===== src/rtl/serializer_pkg.sv =====
// Shared types and sizing helpers for the serial transmit/receive pair.
package serializer_pkg;

    localparam int unsigned DEFAULT_WIDTH = 8;

    function automatic int unsigned cnt_width(input int unsigned w);
        return $clog2(w + 1);
    endfunction

    localparam int unsigned DEFAULT_CNT_W = cnt_width(DEFAULT_WIDTH);

    typedef enum logic [1:0] {
        IDLE,
        SHIFT,
        GAP
    } tx_state_t;

endpackage


===== src/rtl/serializer_tx_piso_shift.sv =====
// Parallel-in serial-out shift register; the current bit is always the exported end.
module piso_shift #(
    parameter int unsigned WIDTH     = 8,
    parameter bit          MSB_FIRST = 1'b1
) (
    input  logic             i_clock,
    input  logic             i_reset,
    input  logic             i_load,
    input  logic             i_shift,
    input  logic [WIDTH-1:0] i_word,
    output logic             o_bit
);

    logic [WIDTH-1:0] r_shreg;

    always_ff @(posedge i_clock or posedge i_reset) begin
        if (i_reset) begin
            r_shreg <= '0;
        end else if (i_load) begin
            r_shreg <= i_word;
        end else if (i_shift) begin
            r_shreg <= MSB_FIRST ? (r_shreg << 1) : (r_shreg >> 1);
        end
    end

    assign o_bit = MSB_FIRST ? r_shreg[WIDTH-1] : r_shreg[0];

endmodule


===== src/rtl/serializer_tx.sv =====
// Parallel-to-serial transmitter with a one-word pending buffer, ack throttling
// and optional idle gap between words.
module serializer_tx
    import serializer_pkg::*;
#(
    parameter int unsigned WIDTH      = DEFAULT_WIDTH,
    parameter bit          MSB_FIRST  = 1'b1,
    parameter int unsigned GAP_CYCLES = 0
) (
    input  logic                        clock,
    input  logic                        reset,
    input  logic [WIDTH-1:0]            word_in,
    input  logic                        word_valid_in,
    output logic                        word_ready_out,
    input  logic                        ack_in,
    output logic                        data_out,
    output logic                        write_out,
    output logic                        status_out,
    output logic [cnt_width(WIDTH)-1:0] bit_cnt_out
);

    localparam int unsigned CNT_W = cnt_width(WIDTH);
    localparam int unsigned GAP_W = (GAP_CYCLES > 1) ? $clog2(GAP_CYCLES) : 1;
    localparam logic [CNT_W-1:0] CNT_FULL = CNT_W'(WIDTH);
    localparam logic [GAP_W-1:0] GAP_LAST = GAP_W'((GAP_CYCLES > 0) ? GAP_CYCLES - 1 : 0);

    tx_state_t        r_state, w_state_d;
    logic [WIDTH-1:0] r_pend, w_pend_d;
    logic             r_pend_full, w_pend_full_d;
    logic             r_write, w_write_d;
    logic [CNT_W-1:0] r_cnt, w_cnt_d;
    logic [GAP_W-1:0] r_gap, w_gap_d;
    logic             r_status, w_status_d;

    logic w_accept;
    logic w_beat;
    logic w_load;
    logic w_shift;
    logic w_bit;

    assign w_accept = word_valid_in && !r_pend_full;
    assign w_beat   = r_write && ack_in;

    always_comb begin
        w_state_d     = r_state;
        w_write_d     = r_write;
        w_cnt_d       = r_cnt;
        w_gap_d       = r_gap;
        w_load        = 1'b0;
        w_shift       = 1'b0;

        unique case (r_state)
            IDLE: begin
                if (r_pend_full) begin
                    w_load    = 1'b1;
                    w_write_d = 1'b1;
                    w_cnt_d   = CNT_FULL;
                    w_state_d = SHIFT;
                end
            end
            SHIFT: begin
                if (w_beat) begin
                    if (r_cnt > CNT_W'(1)) begin
                        w_shift = 1'b1;
                        w_cnt_d = r_cnt - CNT_W'(1);
                    end else if (GAP_CYCLES > 0) begin
                        w_write_d = 1'b0;
                        w_cnt_d   = '0;
                        w_gap_d   = '0;
                        w_state_d = GAP;
                    end else if (r_pend_full) begin
                        // Reload on the last beat so consecutive words abut.
                        w_load  = 1'b1;
                        w_cnt_d = CNT_FULL;
                    end else begin
                        w_write_d = 1'b0;
                        w_cnt_d   = '0;
                        w_state_d = IDLE;
                    end
                end
            end
            GAP: begin
                if (r_gap == GAP_LAST) begin
                    if (r_pend_full) begin
                        w_load    = 1'b1;
                        w_write_d = 1'b1;
                        w_cnt_d   = CNT_FULL;
                        w_state_d = SHIFT;
                    end else begin
                        w_state_d = IDLE;
                    end
                end else begin
                    w_gap_d = r_gap + GAP_W'(1);
                end
            end
            default: begin
                w_state_d = IDLE;
            end
        endcase
    end

    // Load needs a full pending register and accept needs an empty one, so
    // the two never touch pending in the same edge.
    always_comb begin
        w_pend_d      = r_pend;
        w_pend_full_d = r_pend_full;
        if (w_load) begin
            w_pend_full_d = 1'b0;
        end
        if (w_accept) begin
            w_pend_d      = word_in;
            w_pend_full_d = 1'b1;
        end
        w_status_d = (w_state_d != IDLE) || w_pend_full_d;
    end

    always_ff @(posedge clock or posedge reset) begin
        if (reset) begin
            r_state     <= IDLE;
            r_pend      <= '0;
            r_pend_full <= 1'b0;
            r_write     <= 1'b0;
            r_cnt       <= '0;
            r_gap       <= '0;
            r_status    <= 1'b0;
        end else begin
            r_state     <= w_state_d;
            r_pend      <= w_pend_d;
            r_pend_full <= w_pend_full_d;
            r_write     <= w_write_d;
            r_cnt       <= w_cnt_d;
            r_gap       <= w_gap_d;
            r_status    <= w_status_d;
        end
    end

    piso_shift #(
        .WIDTH     (WIDTH),
        .MSB_FIRST (MSB_FIRST)
    ) u_shift (
        .i_clock (clock),
        .i_reset (reset),
        .i_load  (w_load),
        .i_shift (w_shift),
        .i_word  (r_pend),
        .o_bit   (w_bit)
    );

    assign word_ready_out = !r_pend_full;
    assign data_out       = w_bit;
    assign write_out      = r_write;
    assign status_out     = r_status;
    assign bit_cnt_out    = r_cnt;

endmodule


===== config.mk =====
export PLATFORM = sky130hd
export DESIGN_NAME = serializer_tx
export DESIGN_NICKNAME = d
export VERILOG_FILES = /design/src/rtl/serializer_pkg.sv /design/src/rtl/serializer_tx_piso_shift.sv /design/src/rtl/serializer_tx.sv
export SDC_FILE = /design/constraint.sdc
export NUM_CORES = 1
export LEC_CHECK = 0
export ABC_AREA = 1
export CAP_MARGIN = 0
export CORE_ASPECT_RATIO = 1.4
export CORE_UTILIZATION = 30
export DETAILED_ROUTE_END_ITERATION = 7
export GPL_ROUTABILITY_DRIVEN = 0
export PLACE_DENSITY = 0.6
export SLEW_MARGIN = 15
export SYNTH_ARGS = -nofsm -noshare
export SYNTH_HDL_FRONTEND = slang
export SYNTH_SLANG_ARGS = --single-unit

===== constraint.sdc =====
create_clock -name clock -period 4.25 [get_ports clock]
set_input_delay 0.85 -clock clock [delete_from_list [all_inputs] [get_ports clock]]
set_output_delay 0.85 -clock clock [all_outputs]
set_load 0.01 [all_outputs]

## Word-level counts from Yosys, hierarchy flattened

Index checks and enable logic that the tools add are counted.

| word-level totals | value |
|---|---|
| register bits after elaboration | 26 |
| bits in latches | 0 |
| memory bits (writable) | 0 |
| ROM bits | 0 |
| input bits | 12 |
| output and inout bits | 8 |
| logic and storage cells | 59 |
| memories | 0 |

| operators by class | value |
|---|---|
| add/sub/neg operators | 2 |
| multipliers | 0 |
| divide/modulo/power cells | 0 |
| magnitude comparators | 1 |
| equal/unequal tests | 6 |
| shifts and indexed selects | 0 |
| muxes and demuxes | 32 |
| bitwise gates (word level) | 0 |
| reduce and logical (&&, ||, !) cells | 10 |

Operator list:

| cell | count |
|---|---|
| 4-bit 2-to-1 mux | 5 |
| 1-bit 2-to-1 mux | 16 |
| 8-bit 2-to-1 mux | 2 |
| 4-bit one-hot mux with 3 select lines | 1 |
| 2-bit 2-to-1 mux | 5 |
| 2-bit != test (second input constant) | 4 |
| 1-bit one-hot mux with 3 select lines | 2 |
| 2-bit one-hot mux with 3 select lines | 1 |
| 5-bit AND reduction | 1 |
| 4-bit by 1-bit > comparator with 1-bit output (second input constant) | 1 |
| 2-bit nonzero test | 2 |
| 4-bit by 1-bit subtractor with 4-bit output (second input constant) | 1 |
| 3-bit AND reduction | 1 |
| 3-bit nonzero test | 1 |
| 2-bit by 1-bit == test with 1-bit output (second input constant) | 1 |
| 2-bit == test (second input constant) | 1 |
| 1-bit logical AND | 2 |
| 2-bit logical NOT | 1 |
| 1-bit adder (second input constant) | 1 |
| 1-bit logical NOT | 1 |
| 1-bit logical OR | 1 |

## Logic depth before layout (Yosys ltp)

Gate-level depths: netlist of the first run.

| logic depth | value |
|---|---|
| depth in word-level cells | 7 |
| depth in mapped cells | 8 |
| mapped depth without buffers | 8 |

## Cells and area by module

From an unflattened synthesis of the first run, not the netlist that was laid out.

| second synthesis, totals | value |
|---|---|
| cell total of the unflattened synthesis | 129 |
| area, all modules | 1202.4 µm² |

Modules (own cells, without submodules):

| module | instances | cells each | area an instance (µm²) | seq. area each (µm²) |
|---|---|---|---|---|
| serializer_tx | 1 | 85 | 822.0 | 425.4 |
| piso_shift | 1 | 44 | 380.4 | 200.2 |

## Worst setup path before layout of the first run

Ideal clock, no wire load.

| timing | value |
|---|---|
| kind | flip-flop to flip-flop |
| start | reg r_cnt[0] (netlist: bit_cnt_out[0]) |
| end | reg u_shift.r_shreg[7] |
| setup time | 0.124 ns |
| data arrival time | 1.401 ns |
| required time | 4.126 ns |
| path slack | 2.725 ns |
| stages on the path, launching flop included | 9 |
| path buffers | 0 |
| period minus slack after synthesis | 1.525 ns |
| path through | dfrtp_1 -> inv_1 -> ha_1 -> nor2_1 -> nor2_8 -> nand2_1 -> nand2_4 -> nand2_1 -> nand3_1 |

| between the ends | value |
|---|---|
| cells in the longest elaborated chain, start to end | 5 |
| elaborated cells on any way between the ends | 9 |
| those cells by class | order compare: 1; mux: 7; reduce/logical: 1 |

Ends and longest elaborated chain:

| what | RTL line | source |
|---|---|---|
| from (decl) | serializer_tx.sv:31 | `logic [CNT_W-1:0] r_cnt, w_cnt_d;` |
| from (signal assigned) | serializer_tx.sv:131 | `r_cnt <= w_cnt_d;` |
| 4-bit by 1-bit > comparator with 1-bit output (*) | serializer_tx.sv:63 | `if (r_cnt > CNT_W'(1)) begin` |
| 1-bit 2-to-1 mux | serializer_tx.sv:63 |  |
| 1-bit 2-to-1 mux | serializer_tx.sv:62 | `if (w_beat) begin` |
| 1-bit one-hot mux with 3 select lines or 1-bit 2-to-1 mux (tied branches) | serializer_tx.sv:52 | `unique case (r_state)` |
| 8-bit 2-to-1 mux or 2-bit nonzero test (tied branches) | -- |  |
| to (signal assigned) | serializer_tx_piso_shift.sv:20 | `r_shreg <= i_word;` |
| to (signal assigned) | serializer_tx_piso_shift.sv:22 | `r_shreg <= MSB_FIRST ? (r_shreg << 1) : (r_shreg >> 1);` |
| to (decl) | serializer_tx_piso_shift.sv:14 | `logic [WIDTH-1:0] r_shreg;` |

Every way passes the cells marked *; elsewhere a longest branch is shown, timed or not.
A chain may end at the register's enable or synchronous reset.

## Final worst setup path of the first run

| timing | value |
|---|---|
| start | reg r_pend_full |
| end | out word_ready_out |

| between the ends | value |
|---|---|
| cells in the longest elaborated chain, start to end | 1 |

Ends and longest elaborated chain:

| what | RTL line | source |
|---|---|---|
| from (decl) | serializer_tx.sv:29 | `logic r_pend_full, w_pend_full_d;` |
| from (signal assigned) | serializer_tx.sv:129 | `r_pend_full <= w_pend_full_d;` |
| 1-bit logical NOT | serializer_tx.sv:149 | `assign word_ready_out = !r_pend_full;` |
| to (decl) | serializer_tx.sv:14 | `output logic word_ready_out,` |

No other way between the ends.

==> impl_metrics.ini, run 1 <==
[outcome]
status = completed

[finish]
final_nets = 161
final_cells = 188
fin_area_mm2 = 0.00148
syn2layout_area_growth_pct = 24.1
final_common_cell = nand2_1
drive_gt1_share_pct = 18.5
final_cell_mix = 33 x nand2_1, 25 x dfrtp_1, 19 x clkdlybuf4s50_1, 13 x nand3_1, 11 x inv_1
antenna-diode-count = 0
final_util_pct = 39.6

[route]
drt-total-wl_um = 2000
dr.pass1.iters = 4
drc = 0
via_per_inst = 4.57
wl_per_cell_um = 10.6
antenna_left = 0
first_iter_violations = 19
routed-via-count = 860

[worst_setup_path]
worstPathArrival_ps = 1360
worstPathRequired_ps = 3400
path_max_fanout = 5
critPathLaunchType = flip-flop
critical_path_class = reg -> out
end_kind = output port

[clock_network]
cts_hold_buf = 0
clkSinkCount = 25
cts_tree = done
clk_path_buf_depth = 2
clkLatencyLatePin_ps = 260
clockRootBuffer = clkbuf_8
post_cts_buffers = 0
htreeDepth = 1
cts_resized = 0
numCtsBuffers = 3
path_clk_slew_ps = 80

[placed_design]
post_dp_cell_area_mm2 = 0.00144
portBuffers = 19
dp_hpwl_um = 1620
dpl.cell_count = 184

[global_routing]
grt_util_all_layers_pct = 10.9
grt_start_max_net_pins = 26
grt_use_met2_pct = 20.5
antenna_found_initial = 0
grt_pass1_wl_um = 3800
use_met3_pct = 2.04
use_met1_pct = 12.2
globalRoute.busiestLayer = met2
grt_pass1_vias = 890
grt-ovfl-total = 0

[yosys]
ys_seq_elements = 25
ys_warn_count = 0
syn_nets = 137
netlist_instances = 123
seq_area_frac_synth_pct = 52.5
syn_area_mm2 = 0.00119
synth.avg_cell_area_um2 = 9.69
synth_cell_types = 20

[timing]
skew_ps = 4.60
rsz0062_at_grt = false
tns_ps = 0
fmax_mhz = 452
final_max_slew_viol_count = 0
final_hold_viol_count = 0
worst_slew_pin_slew_ps = 910
period_minus_slack_ps = 2210
period_share_pct = 52.1
finalSetupViolCount = 0
slew-limit-headroom_pct = 39.3

[floorplan]
core_area_mm2 = 0.00374
pin_count = 20
die_h_um = 76.6
die-area_mm2 = 0.00423
die_w_um = 55.3
initial_utilization_pct = 31.9
rows = 26

[power_and_ir_drop]
p_leak_nw = 0.685
irDropWorstVdd_mv = 0.315
power.total_w = 0.000945
power_density_mw_per_mm2 = 638

[hold_path]
hold_path.class = reg -> reg

[run]
cap_viol_max_count = 0
## critical path, cell delays in order, from the launching register on
cell	delay [ps]
dfrtp_1	430
inv_2	120
clkdlybuf4s50_1	550
## Yosys cell counts (all sizes together)
cell    number  area (um^2)
inv         17         63.8
nand3       13         65.1
nor2         9         76.3
o21ai        2         10.0
o22ai        2         12.5
o21bai       1         18.8
nand2       38          170
mux2         8         90.1
xor2         1         8.76
dfrtp       25          626
ha           2         25.0
conb         1         3.75
nand4        2         12.5
a21oi        2         10.0
## flip-flops by register name, summed over array words and instances (netlist names)
signal	flops
r_state	2
u_shift.r_shreg	8
bit_cnt_out	4
status_out	1
r_pend	8
r_pend_full	1
write_out	1
## per-stage QoR
step	hold WS [ps]	setup slack, ps
global route	501	1990
detailed placement	463	2200
floorplan	436	2730
global placement	460	2220
CTS	484	2020
finish	475	2040
## power by group
part           total [W]  switching (W)  internal, W
Combinational   0.000404       0.000215     0.000189
Clock           0.000134      0.0000676    0.0000668
Sequential      0.000406      0.0000644     0.000342
## area by class of cell
| cell class | count | area (um^2) |
|---|---|---|
| repair buffers | 19 | 190 |
| inverters | 17 | 63.8 |
| flip-flops and latches | 25 | 626 |
| multi-input cells | 81 | 503 |
| clock buffers | 4 | 45.0 |
| well taps | 42 | 52.6 |
| fillers | 389 | 2260 |
## metal layers
layer / part of all wire, % / vias up
met5: 0 / -
li1: - / 435
met1: 42 / 407
met4: 0.65 / 0
met2: 54 / 16
met3: 3.4 / 2
## path summary, 6_finish.rpt
kind                       slack, ps  depth (start not counted)            from            endpoint
max reg2reg                     2670                          8  bit_cnt_out[0]  u_shift.r_shreg[3]
max                             2040                          2     r_pend_full      word_ready_out
max in group asynchronous       2610                          2           reset           r_pend[2]
min in group asynchronous       1080                          2           reset           write_out
min                              470                          2       r_pend[0]  u_shift.r_shreg[0]
min reg2reg                      470                          2       r_pend[0]  u_shift.r_shreg[0]
## kinds of logic after synthesis
family	Yosys count	synth area share [%]
other cells	1	0.314
buf+inv	17	5.35
fa+ha+maj	2	2.10
flops	25	52.5
compound gates	7	4.30
mux	8	7.56
xor+xnor	1	0.735
simple gates	62	27.2
Note: power is estimated with default switching activity, not from simulation.
==> run 2, diff against run 1 <==
Settings changed: PLACE_DENSITY 0.6 to 0.62.
Clock period 4.25 ns to 1.9 ns, I/O delays scaled along.
==> run 2 against run 1 <==
Compared with the run above:
- total power rose by 130%
- first-iteration DRC count up 53%
- sequential cell count did not move
- global-route usage is 0.26 points higher
- critical endpoint unchanged
- clock skew decreased by 1.3 ps
- combinational power grew 130%
- final cell count increased by 0.53%
- critical path depth did not move
==> impl_metrics.ini, run 2 (same netlist as run 1, synthesis figures left out) <==
[floorplan]
rows = 26
core_area_mm2 = 0.00374
pin_count = 20
initial_utilization_pct = 31.9
die-area_mm2 = 0.00423
die_w_um = 55.3
die_h_um = 76.6

[finish]
final_cell_mix = 33 x nand2_1, 25 x dfrtp_1, 19 x clkdlybuf4s50_1, 13 x nand3_1, 11 x inv_1
fillers = 357
multiInputGateArea_um2 = 503
antenna-diode-count = 0
syn2layout_area_growth_pct = 25.1
final_common_cell = nand2_1
fin_area_mm2 = 0.00149
final_nets = 162
regArea_um2 = 626
drive_gt1_share_pct = 19.7

[clock_network]
post_cts_buffers = 0
cts_resized = 0
clkLatencyLatePin_ps = 270
clk_path_buf_depth = 2
path_clk_slew_ps = 90
numCtsBuffers = 3
cts_tree = done
clockRootBuffer = clkbuf_8
cts_hold_buf = 0
htreeDepth = 1
clkSinkCount = 25

[global_routing]
use_met1_pct = 11.6
grt_use_met2_pct = 21.6
grt_start_max_net_pins = 26
grt_pass1_vias = 942
antenna_found_initial = 0
use_met3_pct = 2.21
grt_pass1_wl_um = 3860
grt_util_all_layers_pct = 11.1
globalRoute.busiestLayer = met2
grt-ovfl-total = 0

[timing]
rsz0062_at_grt = false
fmax_mhz = 574
final_hold_viol_count = 0
period_share_pct = 91.7
final_max_slew_viol_count = 0
period_minus_slack_ps = 1740
skew_ps = 3.27
tns_ps = 0
finalSetupViolCount = 0
hold-worst-slack_ps = 458

[placed_design]
dp_hpwl_um = 1650
post_dp_cell_area_mm2 = 0.00144
portBuffers = 19

[route]
first_iter_violations = 29
routed-via-count = 871
drc = 0
wl_per_cell_um = 10.8
via_per_inst = 4.61
antenna_left = 0
dr.pass1.iters = 4
drt-total-wl_um = 2030

[power_and_ir_drop]
irDropWorstVdd_mv = 0.617
power.total_w = 0.00213
p_leak_nw = 0.689
power_density_mw_per_mm2 = 1430

[hold_path]
hold_path.class = in -> async

[worst_setup_path]
worstPathArrival_ps = 1360
critPathLaunchType = flip-flop
path_max_fanout = 5
r2r_slack_ps = 340
end_kind = output port
critical_path_class = reg -> out
worstPathRequired_ps = 1520

[outcome]
status = completed

[run]
cap_viol_max_count = 0
run 2: worst paths after layout:
path,startpoint,to,cells past startpoint
max,r_pend_full,word_ready_out,2
min,reset,status_out,3
max reg2reg,bit_cnt_out[0],u_shift.r_shreg[7],8
min reg2reg,r_pend[4],u_shift.r_shreg[4],2
max in group asynchronous,reset,u_shift.r_shreg[1],3
min in group clock,r_pend[4],u_shift.r_shreg[4],2
run 2: power breakdown:
group	leakage, nW	internal (W)	switching (W)
Sequential	0.297	0.000764	0.000138
Clock	0.0217	0.000149	0.000169
Combinational	0.369	0.000424	0.000487
run 2: stage by stage:
stage	utilization [%]	setup slack [ps]	instances
6_report	39.9	158	189
5_1_grt	39.9	114	189
4_1_cts	39.9	154	189
3_5_place_dp	38.6	317	185
3_3_place_gp	38.6	331	185
2_1_floorplan	-	375	123
run 2: layer usage:
metal | share of wire (%) | vias up
met4 | 1.4 | 0
met5 | 0 | -
met3 | 3.1 | 4
met1 | 40 | 414
met2 | 55 | 16
li1 | - | 437
run 2: critical path, stage by stage, from the launching register on:
cell             delay (ps)
dfrtp_1                 440
inv_2                   120
clkdlybuf4s50_1         540
run 2: area by class of cell:
cell class                 count  share of cell area, %
timing repair buffer          20                   13.3
clock buffer                   3                   2.77
inverter                      17                   4.28
multi-input combinational     81                   33.7
sequential                    25                   41.9
clock inverter                 1                  0.503
tap                           42                   3.52
==> run 3, diff against run 2 <==
Settings changed: SLEW_MARGIN 15 to 20.
==> results of run 3 <==
The final DEF is identical to that of run 2; final timing and power are the same.
